==> config.mk <==
export PLATFORM = sky130hd
export DESIGN_NAME = telemetry_scheduler
export DESIGN_NICKNAME = d
export VERILOG_FILES = /design/src/rtl/telemetry_scheduler.sv
export SDC_FILE = /design/constraint.sdc
export NUM_CORES = 1
export LEC_CHECK = 0
export BUFFER_PORTS_ARGS = -buffer_cell sky130_fd_sc_hd__buf_2
export CAP_MARGIN = 20
export CORE_ASPECT_RATIO = 1.75
export CORE_MARGIN = 2
export CORE_UTILIZATION = 44
export CTS_CLUSTER_DIAMETER = 80
export DETAILED_ROUTE_END_ITERATION = 16
export GPL_TIMING_DRIVEN = 1
export PLACE_DENSITY = 0.73
export SLEW_MARGIN = 20
export SYNTH_ARGS = -nofsm -noshare
export SYNTH_HDL_FRONTEND = slang
export SYNTH_SLANG_ARGS = --single-unit
==> constraint.sdc <==
create_clock -name clk -period 4.15 [get_ports clk]
set_input_delay 0.2075 -clock clk [delete_from_list [all_inputs] [get_ports clk]]
set_output_delay 0.2075 -clock clk [all_outputs]
set_load 0.005 [all_outputs]
==> src/rtl/telemetry_scheduler.sv <==
// Round-robin collector of per-signal telemetry samples into a shadow buffer, committed to the
// display registers once per frame. Optional staleness tracking is enabled by TELEMETRY_STALE_EN.
module telemetry_scheduler #(
  parameter int NUM_SIGNALS  = 7,
  parameter int VALUE_WIDTH  = 9,
  parameter int STALE_FRAMES = 60
) (
  input  logic                                    clk,
  input  logic                                    reset,
  input  logic                                    frame_start,
  input  logic                                    freeze,
  input  logic [NUM_SIGNALS-1:0]                  req_valid,
  input  logic [NUM_SIGNALS-1:0][VALUE_WIDTH-1:0] req_value,
  output logic [NUM_SIGNALS-1:0]                  req_ready,
  output logic [NUM_SIGNALS-1:0][VALUE_WIDTH-1:0] telemetry_values,
  output logic [NUM_SIGNALS-1:0]                  dirty,
  output logic                                    commit_pulse,
  output logic [NUM_SIGNALS-1:0]                  stale
);

  localparam int PTR_W = (NUM_SIGNALS > 1) ? $clog2(NUM_SIGNALS) : 1;

  typedef enum logic {COLLECT, COMMIT} state_t;

  state_t                                  state;
  logic [PTR_W-1:0]                        rr_ptr;
  logic [NUM_SIGNALS-1:0][VALUE_WIDTH-1:0] shadow;

  logic                   grant_any;
  logic [PTR_W-1:0]       grant_idx;
  logic [PTR_W-1:0]       next_ptr;
  logic [NUM_SIGNALS-1:0] grant;
  int                     cand;

  // NOTE: every always_comb output gets a default first so no path leaves it unassigned (no latch).
  always_comb begin
    grant     = '0;
    grant_any = 1'b0;
    grant_idx = '0;
    cand      = 0;
    for (int i = 0; i < NUM_SIGNALS; i++) begin
      cand = int'(rr_ptr) + i;
      if (cand >= NUM_SIGNALS) cand = cand - NUM_SIGNALS;
      if (!grant_any && req_valid[cand]) begin
        grant_any   = 1'b1;
        grant_idx   = PTR_W'(cand);
        grant[cand] = 1'b1;
      end
    end
    next_ptr = (int'(grant_idx) == NUM_SIGNALS - 1) ? '0 : grant_idx + PTR_W'(1);
  end

  // Grants are withheld during the commit cycle and while reset is held.
  assign req_ready = (state == COLLECT && reset) ? grant : '0;

  // NOTE: sequential state uses non-blocking assignments only, so every flop sees pre-edge values.
  // NOTE: the shadow buffer is reset too, so an uncommitted slot never exposes power-up garbage.
  always_ff @(posedge clk or negedge reset) begin
    if (!reset) begin
      state            <= COLLECT;
      rr_ptr           <= '0;
      shadow           <= '0;
      telemetry_values <= '0;
      dirty            <= '0;
      commit_pulse     <= 1'b0;
    end else begin
      commit_pulse <= 1'b0;
      case (state)
        COLLECT: begin
          if (grant_any) begin
            shadow[grant_idx] <= req_value[grant_idx];
            dirty[grant_idx]  <= 1'b1;
            rr_ptr            <= next_ptr;
          end
          if (frame_start && !freeze) begin
            state        <= COMMIT;
            commit_pulse <= 1'b1;
          end
        end
        COMMIT: begin
          for (int s = 0; s < NUM_SIGNALS; s++) begin
            if (dirty[s]) telemetry_values[s] <= shadow[s];
          end
          dirty <= '0;
          state <= COLLECT;
        end
        default: state <= COLLECT;
      endcase
    end
  end

`ifdef TELEMETRY_STALE_EN
  localparam int CNT_W = $clog2(STALE_FRAMES + 1);
  localparam logic [CNT_W-1:0] AGE_MAX = CNT_W'(STALE_FRAMES);

  logic [NUM_SIGNALS-1:0][CNT_W-1:0] age;

  // Ageing happens only on real commits, so a frozen overlay does not drift towards stale.
  always_ff @(posedge clk or negedge reset) begin
    if (!reset) begin
      age   <= '0;
      stale <= '0;
    end else if (state == COMMIT) begin
      for (int s = 0; s < NUM_SIGNALS; s++) begin
        if (dirty[s]) begin
          age[s]   <= '0;
          stale[s] <= 1'b0;
        end else begin
          if (age[s] != AGE_MAX) age[s] <= age[s] + CNT_W'(1);
          stale[s] <= (age[s] >= AGE_MAX - CNT_W'(1));
        end
      end
    end
  end
`else
  assign stale = '0;
`endif

endmodule

# Yosys cells after proc, flatten, opt, wreduce, memory -nomap -nowiden
# Index checks and enable logic that the tools add are counted.
[totals] ff_bits=138 input_bits=74 out_inout_bits=85 wordCells=173
[op_classes] n_addsub=14 magnitude_cmp=23 n_eq_ne=2 mux=77 bitwise=8 reduce_logical=31
[op_table] op="32-bit by 1-bit greater-or-equal comparator with 1-bit output, second input constant" n=7
[op_table] op="32-bit by 5-bit less-than comparator with 1-bit output, second input constant" n=7
[op_table] op="32-bit two-way mux" n=7
[op_table] op="63-bit bitwise mux" n=1
[op_table] op="7-bit two-way mux" n=9
[op_table] op="7-bit bitwise OR" n=7
[op_table] op="1-bit two-way mux" n=31
[op_table] op="4-bit by 3-bit subtractor with 5-bit output, second input constant" n=6
[op_table] op="9-bit binary-select mux with 3-bit select" n=1
[op_table] op="9-bit demux with 3-bit select" n=1
[op_table] op="1-bit demux with 3-bit select" n=8
[op_table] op="4-bit by 3-bit greater-or-equal comparator with 1-bit output, second input constant" n=6
[op_table] op="3-bit two-way mux" n=8
[op_table] op="1-bit binary-select mux with 3-bit select" n=7
[op_table] op="9-bit two-way mux" n=2
[op_table] op="1-bit logical AND" n=16
[op_table] op="2-bit AND reduction" n=8
[op_table] op="7-bit case mux with 2 select lines" n=1
[op_table] op="3-bit by 3-bit adder with 4-bit output, second input constant" n=3
[op_table] op="3-bit by 2-bit adder with 4-bit output, second input constant" n=2
[op_table] op="1-bit logical NOT" n=7
[op_table] op="3-bit by 1-bit adder with 4-bit output, second input constant" n=1
[op_table] op="3-bit by 4-bit less-than comparator with 1-bit output, second input constant" n=1
[op_table] op="3-bit by 3-bit subtractor with 4-bit output, second input constant" n=1
[op_table] op="other kinds (7)" n=7

# Depth between registers and ports, before layout
# Gate-level depths: netlist (run 1).
[logic_depth] ltp_word=31 depth_mapped=20 depth_no_buf=14

# Worst setup path before layout (run 1)
# No wires, ideal clock.
[synth_path] path_type="register -> register" startpoint="reg rr_ptr[0]" endpoint="reg shadow[0] in the netlist's numbering" setup_time_ns=0.125 arrival_time_ns=4.384 required_ns=4.025 path_slack_ns=-0.358 stages_incl_launch_ff=21 path_buffers=8 synth_period_minus_slack_ns=4.508 path_cell_list="dfrtp_1 clkbuf_2 buf_4 buf_4 clkbuf_1 clkbuf_1 nand2_1 ha_1 nor2b_1 clkbuf_1 mux2i_1 clkbuf_1 a21oi_1 a311oi_1 nor2_1 and3_4 a21oi_2 and2b_1 nor3b_2 buf_4 mux2_2"
[synth_between] elab_chain_cells=29 elab_cells_between_ends=83 cone_classes="add/sub: 13; order compare: 9; mux: 47; reduce/logical: 14"
[synth_rtl] element="from (decl)" line_no="26" source="logic [PTR_W-1:0] rr_ptr;"
[synth_rtl] element="from (signal assigned)" line_no="73" source="rr_ptr <= next_ptr;"
[synth_rtl] element="parallel branches: the longest is 29 deep, another holds 4-bit by 3-bit subtractor with 5-bit output"
[synth_rtl] element="to (signal, indexed assignment)" line_no="71" source="shadow[grant_idx] <= req_value[grant_idx];"
[synth_rtl] element="to (decl)" line_no="27" source="logic [NUM_SIGNALS-1:0][VALUE_WIDTH-1:0] shadow;"
# Several ways; the timed one is not identified. The select of a mux whose other input is x is not followed.
# A chain may end at the register's enable or synchronous reset.

# Worst setup path after layout (run 1)
[layout_path] startpoint="reg rr_ptr[1]" endpoint="out req_ready[5]"
[layout_between] elab_chain_cells=25 elab_cells_between_ends=115 cone_classes="add/sub: 13; order compare: 21; mux: 56; bitwise: 6; reduce/logical: 19"
[layout_rtl] element="parallel branches: the longest is 23 deep, another holds 32-bit by 1-bit greater-or-equal comparator with 1-bit output"
[layout_rtl] element="7-bit two-way mux *" line_no="44" source="if (!grant_any && req_valid[cand]) begin"
[layout_rtl] element="7-bit two-way mux *" line_no="54" source="assign req_ready = (state == COLLECT && reset) ? grant : '0;"
[layout_rtl] element="to (decl)" line_no="14" source="output logic [NUM_SIGNALS-1:0] req_ready,"
# Every way passes the cells marked *. The select of a mux whose other input is x is not followed.

==> results of run 1 <==
-- per-stage QoR --
step	setup TNS [ps]	setup WS (ps)	instances	hold WS, ps	utilization (%)
floorplan	0	12.7	695	-88.1	-
global placement	-5470	-140	1141	172	54.6
detailed placement	-10150	-219	1141	177	54.6
CTS	-11.9	-10.3	1229	0.170	62.5
global route	-1080	-139	1237	6.52	64.6
finish	-13.6	-13.6	1237	14.0	64.6
-- layer usage --
metal / global-route usage [%] / routed length, um / vias to the layer above
li1: - / - / 3116
met1: 29.1 / 9110 / 3475
met2: 53.7 / 14800 / 299
met3: 5.37 / 1380 / 122
met4: 23.1 / 2540 / 0
met5: 0 / 0 / -
-- how the worst max path moves through the flow --
stage	cells past startpoint	slack [ps]	from	end
finish	16	-10	rr_ptr[1]	req_ready[5]
detailed placement	18	-220	rr_ptr[1]	shadow[42]
global placement	19	-140	rr_ptr[1]	shadow[19]
CTS	18	-10	rr_ptr[1]	req_ready[1]
floorplan	20	10	rr_ptr[0]	shadow[10]
global route	17	-140	rr_ptr[1]	req_ready[6]
-- worst max-delay path: cells and delay by family, from the launching register on --
family,cells,cell delay [ps]
AND/OR/NAND/NOR,5,980
multiplexers,2,770
adder cells (fa/ha/maj),2,540
buffers and inverters,5,520
flip-flops,1,440
AO/OA/AOI/OAI,2,260
-- cell type report --
type                    count  area (um2)  area share (%)
flip-flops and latches    137        3430            30.6
well taps                 231         289            2.57
multi-input cells         494        4460            39.8
repair buffers            322        2280            20.3
inverters                  20        77.6           0.691
clock inverters             2        10.0          0.0892
clock buffers              31         678            6.04
-- synth_stat cells, drive strengths merged (6+ instances only) --
cell / instances / share of area (%)
dfrtp: 137 / 44
mux2: 123 / 19
nand2: 46 / 2.2
nor2: 37 / 1.8
a21oi: 27 / 1.8
clkbuf: 23 / 1.1
buf: 21 / 2.1
inv: 20 / 0.97
ha: 18 / 2.9
mux2i: 17 / 2.2
a21o: 16 / 1.6
o21ai: 16 / 1.0
a31oi: 14 / 1.1
nor3: 13 / 0.84
nor4b: 12 / 1.4
nand2b: 11 / 0.89
nor2b: 10 / 0.81
nand3: 8 / 0.52
xnor2: 8 / 0.90
nor3b: 7 / 0.81
and2: 6 / 0.48
nand4: 6 / 0.48
o221ai: 6 / 0.68
-- what timing repair did --
item	4_1_cts	5_1_grt
buffers inserted	4	8
hold buffers	51	0
gates cloned	0	1
setup endpoints to repair	74	74
pin swaps	9	16
hold endpoints to repair	101	0
gates resized for setup	32	73
-- state kept, by name, indices dropped and copies added, names as in the netlist --
register,flops
telemetry_values,63
dirty,7
commit_pulse,1
shadow,63
rr_ptr,3
-- cells in the final DEF, fill, tap and decap left out, types with 18 or more instances in the layout --
cell           netlist  final
buf_4               12    104
nor2_1              37     33
dfrtp_1            137    135
buf_2                5    150
clkbuf_16            0     25
mux2_4              17     27
dlygate4sd3_1        0     51
a21oi_1             25     18
nand2_1             46     41
mux2_2             104     95
-- cells by family (layout without fill, tap and decap cells) --
family / count (synthesis) / after routing / synth area share [%]
buffers and inverters: 64 / 375 / 4.18
adders and majority gates: 19 / 19 / 3.17
other: 1 / 7 / 0.0484
xor gates and xnor gates: 13 / 13 / 1.65
AOI/OAI and AO/OA: 135 / 135 / 12.5
and+or+nand+nor: 176 / 176 / 12.1
muxes: 144 / 144 / 22.1
DFF: 137 / 137 / 44.3
==> flow_summary.ini, run 1 <==
[status]
status = finished with violations
violations = setup timing

[placed_design]
placed_area_um2 = 9490
gp_congestion = 1.13
port_buffers = 151
hpwlAfterDp_um = 19300

[die]
die_y_um = 180
dieArea_um2 = 18700
pin_count = 159
coreArea_um2 = 17400
rows = 64
start_util_pct = 44.6
chipWidth_um = 104

[logic_synthesis]
synth_seq_cells = 137
yosys_warnings = 0
async_reset_ff_share_pct = 100
avgSynthCellArea_um2 = 11.2
syn_area_um2 = 7750
synthCells = 689
synth.distinct_cells = 75
yosysSeqAreaShare_pct = 44.3
synth_edf_count = 0
ys.flop_type = dfrtp_1

[global_routing]
gr-total-overflow = 0
grt_start_max_net_pins = 87
grt_pass1_vias = 7522
grt_first_pass_wirelength_um = 42700
grt_usage_pct = 29.6
antenna_found_initial = 0

[sta]
drv_slew = 0
relSlewSlack_pct = 47.2
hold_viol_final = 0
worstMarginPinSlew_ps = 793
setup_viol = 1
worst_slack_ps = -13.6
fin_crit_sh_pct = 100
rsz0062_at_grt = yes
max_freq_mhz = 240
fin_skew_ps = 20.0
period_needed_ps = 4160

[drt]
vias = 7012
wl_per_cell_um = 22.5
ant_nets = 0
vias_per_cell = 5.67
wl_um = 27800
drc = 0
dr.pass1.iters = 5
drt_iter0_markers = 270

[cts]
cts_tree = built
h-tree-depth = 4
clk_latency_ps = 460
root_buffer = clkbuf_16
clock_sink_count = 137
clockBufferDepth = 3
clk_pin_slew_ps = 50
cts_buffers = 25

[critical_path]
rrSetupSlack_ps = 80
crit_top_cell = buf_6
crit_chain = inv_4 -> ha_4 -> inv_2 -> fa_2 -> mux2_4 -> mux4_2 -> nand2_2 -> nand4b_1 -> nor2_4 -> and3_4 -> buf_6 -> nor3b_4 -> buf_6 -> a21oi_2 -> a31oi_2 -> buf_2
cp.required_ps = 3940
end_kind = output pin
slowest_stage = dfrtp_2
crit_path_start_kind = flop
reg2reg_depth = 16
rr_startpoint = rr_ptr[1]
crit_type = flop to output pin
critPathMaxFanout = 5
r2r_end = shadow[26]
worstPathArrival_ps = 3960
critPathMaxStageDelay_ps = 440

[layout]
final_area_um2 = 11200
nFillCells = 1342
nets = 1093
final_layout_size_suffix_gt1_share_pct = 50.6
diodes = 0
area_growth_syn_to_layout_pct = 44.9

[min_path]
hold_path.class = input port to flop
min_from = frame_start
worstHoldEndpoint = commit_pulse
holdPathStages = 2

[run]
drv_cap = 0
Power of run 1 is not shown: default switching activity piles up to over one toggle a cycle in this logic, so the estimate is an artifact.
==> run 2: changes to the inputs <==
--- a/config.mk
+++ b/config.mk
@@ -10,5 +10,6 @@
 export CORE_ASPECT_RATIO = 1.75
-export CORE_MARGIN = 2
+export CORE_MARGIN = 10
 export CORE_UTILIZATION = 44
 export CTS_CLUSTER_DIAMETER = 80
+export CTS_CLUSTER_SIZE = 25
 export DETAILED_ROUTE_END_ITERATION = 16
--- a/constraint.sdc
+++ b/constraint.sdc
@@ -3,2 +3,2 @@
 set_output_delay 0.2075 -clock clk [all_outputs]
-set_load 0.005 [all_outputs]
+set_load 0.01 [all_outputs]
==> flow_summary.ini, run 2 (synthesis gave the netlist of run 1 again) <==
[sta]
finalSetupTns_ps = -190
drv_slew = 0
fin_skew_ps = 7.00
worst_slack_ps = -190
worstMarginPinSlew_ps = 790
relSlewSlack_pct = 47.4
rsz0062_at_grt = yes
hold_viol_final = 0
period_needed_ps = 4340
setup_viol = 1
max_freq_mhz = 230
fin_crit_sh_pct = 105

[die]
die_y_um = 196
chipWidth_um = 120
rows = 64
start_util_pct = 44.6
pin_count = 159
coreArea_um2 = 17400
dieArea_um2 = 23500

[layout]
fin_cells = 1166
diodes = 0
final_layout_size_suffix_gt1_share_pct = 50.6
area_growth_syn_to_layout_pct = 34.0
nets = 1017
final_common_cell = buf_2
final_cell_mix = buf_2, dfrtp_1, mux2_2, buf_4, nand2_1
top_regs = shadow: 63 flops, telemetry_values: 63 flops, dirty: 7 flops

[cts]
clock_sink_count = 137
clk_pin_slew_ps = 60
clk_latency_ps = 410
cts_buffers = 17
cts_tree = built
clockBufferDepth = 2
root_buffer = clkbuf_16
h-tree-depth = 4

[drt]
dr.pass1.iters = 6
vias_per_cell = 5.71
drc = 0
wl_per_cell_um = 21.4
vias = 6656
ant_nets = 0
drt_iter0_markers = 383
wl_um = 24900

[global_routing]
gr-total-overflow = 0
grt_start_max_net_pins = 84
gr-usage-met3_pct = 6.30
gr-usage-met2_pct = 37.6
grt_pass1_vias = 7172
top_usage_layer = met2
antenna_found_initial = 1
met1_usage_pct = 19.4
grt_usage_pct = 21.0
grt_first_pass_wirelength_um = 38400

[placed_design]
port_buffers = 151
gp_congestion = 1.01
placed_cells = 1116
hpwlAfterDp_um = 18800

[critical_path]
worstPathArrival_ps = 4130
crit_top_cell = nand2_2
slowest_stage = a222oi_1
rrSetupSlack_ps = 130
critPathMaxFanout = 6
end_kind = output pin
critPathTopFamily = compound AO/OA/AOI/OAI gates
critPathMaxStageDelay_ps = 740
worst-path-buf-inv = 4
cp.required_ps = 3940
crit_chain = inv_4 -> ha_4 -> inv_2 -> fa_2 -> mux2_4 -> mux4_2 -> nand2_2 -> nand2_2 -> buf_6 -> nand2b_4 -> nor3_4 -> a222oi_1 -> o31ai_1 -> a21oi_1 -> a31oi_2 -> buf_2
crit_path_start_kind = flop
crit_type = flop to output pin

[run]
drv_cap = 0

[status]
status = finished with violations
violations = setup timing

[min_path]
hold_path.class = input port to flop
## run 2: changes by cell type in the layout (fill, tap and decap cells not counted), moves of 6 or more
| cell | before | now |
|---|---|---|
| a21oi_1 | 18 | 24 |
| clkbuf_16 | 25 | 17 |
| mux2_2 | 95 | 102 |
| buf_6 | 12 | 5 |
| a21oi_2 | 8 | 1 |
| dlygate4sd3_1 | 51 | 3 |
| mux2_4 | 27 | 19 |
| buf_4 | 104 | 92 |
## run 2: through the flow
step	hold WS, ps	util (%)	cell area, um2	setup slack [ps]
2_1_floorplan	-88.1	-	7840	12.7
3_3_place_gp	184	53.5	9290	-108
3_5_place_dp	192	53.5	9290	-153
4_1_cts	0.190	58.3	10100	-23.7
5_1_grt	6.37	59.7	10400	-179
6_report	20.4	59.7	10400	-190
## run 2: per-layer routing
metal	wire, um	vias to the layer above	share of wire (%)
met3	1930	109	7.7
met1	8100	3233	32
li1	-	2988	-
met5	12	-	0.048
met4	1650	2	6.6
met2	13200	324	53
## run 2: worst paths after layout
kind,end,depth (start not counted),start
min in group asynchronous,shadow[14],2,reset
max in group asynchronous,rr_ptr[0],3,reset
setup reg to reg,shadow[3],17,rr_ptr[1]
hold reg to reg,shadow[43],1,shadow[43]
hold / removal,shadow[11],2,req_value[11]
setup / recovery,req_ready[5],16,rr_ptr[1]
## run 2: what timing repair did
| item | 4_1_cts | 5_1_grt |
|---|---|---|
| setup endpoints to repair | 62 | 62 |
| hold endpoints to repair | 56 | 0 |
| setup buffers | 10 | 7 |
| resized for setup | 29 | 45 |
| hold buffers | 3 | 0 |
| pin swaps | 5 | 17 |
## run 2: worst register-to-register path, cell delays in order, from the launching register on
cell	delay, ps
dfrtp_2	460
inv_4	110
buf_4	110
buf_4	100
ha_4	190
xor2_4	270
mux2i_1	300
a211oi_1	90
or4_4	460
or2_4	300
and3_4	200
buf_6	130
buf_4	140
a21oi_4	140
and2b_1	170
nor3b_2	190
buf_6	180
mux2_2	350
## run 2: cell type report
| cell class | count | area, um2 |
|---|---|---|
| clock buffers | 21 | 470 |
| clock inverters | 9 | 123 |
| fillers | 1473 | 6990 |
| inverters | 20 | 77.6 |
| multi-input cells | 494 | 4380 |
| flip-flops and latches | 137 | 3430 |
| well taps | 231 | 289 |
| repair buffers | 254 | 1610 |
Power of run 2 is left out for the same reason.
==> run 3: changes to the inputs <==
Settings changed: CAP_MARGIN 20 to default, SKIP_CTS_REPAIR_TIMING from default to 1.
==> flow_summary.ini, run 3 (synthesis gave the netlist of run 1 again) <==
[status]
status = finished with violations
violations = setup timing

[cts]
root_buffer = clkbuf_16
clockBufferDepth = 2
clk_pin_slew_ps = 50
clk_latency_ps = 410
cts_buffers = 17
h-tree-depth = 4
clock_sink_count = 137
cts_tree = built

[placed_design]
port_buffers = 151
gp_congestion = 1.01
placed_cells = 1116
dp_slack_ps = -153
placed_area_um2 = 9290
hpwlAfterDp_um = 18800

[die]
rows = 64
pin_count = 159
coreArea_um2 = 17400
chipWidth_um = 120
dieArea_um2 = 23500
die_y_um = 196
start_util_pct = 44.6

[layout]
final_layout_size_suffix_gt1_share_pct = 50.4
diodes = 0
area_growth_syn_to_layout_pct = 33.7
nets = 1016
final_area_um2 = 10400
fin_cells = 1165
final_cell_mix = buf_2, dfrtp_1, mux2_2, buf_4, nand2_1
final_common_cell = buf_2
top_regs = shadow: 63 flops, telemetry_values: 63 flops, dirty: 7 flops

[critical_path]
rr_startpoint = rr_ptr[0]
cp.required_ps = 3940
end_kind = output pin
crit_start = rr_ptr[1]
worstPathArrival_ps = 3990
critPathMaxFanout = 4
crit_type = flop to output pin
crit_path_start_kind = flop

[global_routing]
grt_start_max_net_pins = 84
antenna_found_initial = 1
gr-total-overflow = 0
grt_usage_pct = 20.7
grt_pass1_vias = 7009
grt_first_pass_wirelength_um = 38000

[sta]
drv_slew = 0
relSlewSlack_pct = 49.3
fin_crit_sh_pct = 101
setup_viol = 1
worst_slack_ps = -48.7
rsz0062_at_grt = yes
hold_slack_ps = 9.67
fin_skew_ps = 6.85
max_freq_mhz = 238
worstMarginPinSlew_ps = 761
period_needed_ps = 4200
hold_viol_final = 0

[drt]
drt_iter0_markers = 467
wl_um = 24900
dr.pass1.iters = 5
drc = 0
ant_nets = 0
wl_per_cell_um = 21.4
vias = 6664
vias_per_cell = 5.72

[min_path]
hold_path.class = input port to flop
min_from = req_value[6]

[run]
drv_cap = 0
==> run 3: cell types whose count changed in the layout (fill, tap and decap cells not counted), moves of 2 or more <==
cell      change
xnor2_1       -2
ha_2          -2
ha_4          +2
a221oi_2      -2
a221oi_1      +2
xnor2_2       +3
a21oi_2       +2
==> run 3: worst paths after layout <==
kind,endpoint,slack (ps),cells past startpoint
min in group asynchronous,shadow[14],340,2
max reg2reg,shadow[53],150,15
min reg2reg,shadow[43],480,1
max,req_ready[5],-50,16
max in group asynchronous,rr_ptr[0],2630,3
min,shadow[6],10,2
==> run 3: area by class of cell <==
class / count / area [um2]
Multi-Input combinational cell: 494 / 4370
Inverter: 20 / 77.6
Tap cell: 231 / 289
Timing Repair Buffer: 253 / 1600
Clock buffer: 21 / 470
Sequential cell: 137 / 3430
Fill cell: 1485 / 7020
Clock inverter: 9 / 123
==> run 3: critical path, stage by stage (launching register included) <==
cell and delay [ps]:
dfrtp_2 440, inv_4 90, ha_4 140, inv_2 40
fa_2 390, mux2_4 330, mux4_2 430, nand2_2 100
nand2_2 70, buf_6 130, nand2b_4 80, nor3_4 40
a222oi_1 660, o31ai_1 220, a21oi_1 160, a31oi_1 110
buf_2 160
==> run 3: routing by layer <==
layer,wire (um),global-route usage (%)
met5,12,0
met4,1730,14.4
met3,1820,5.92
met2,13300,37.5
met1,8010,19.5
==> run 3: through the flow <==
step / TNS, ps / util [%]
floorplan: 0 / -
global placement: -2750 / 53.5
detailed placement: -2720 / 53.5
CTS: -6550 / 56.9
global route: -1290 / 59.6
finish: -48.7 / 59.6
Power of run 3 is left out for the same reason.
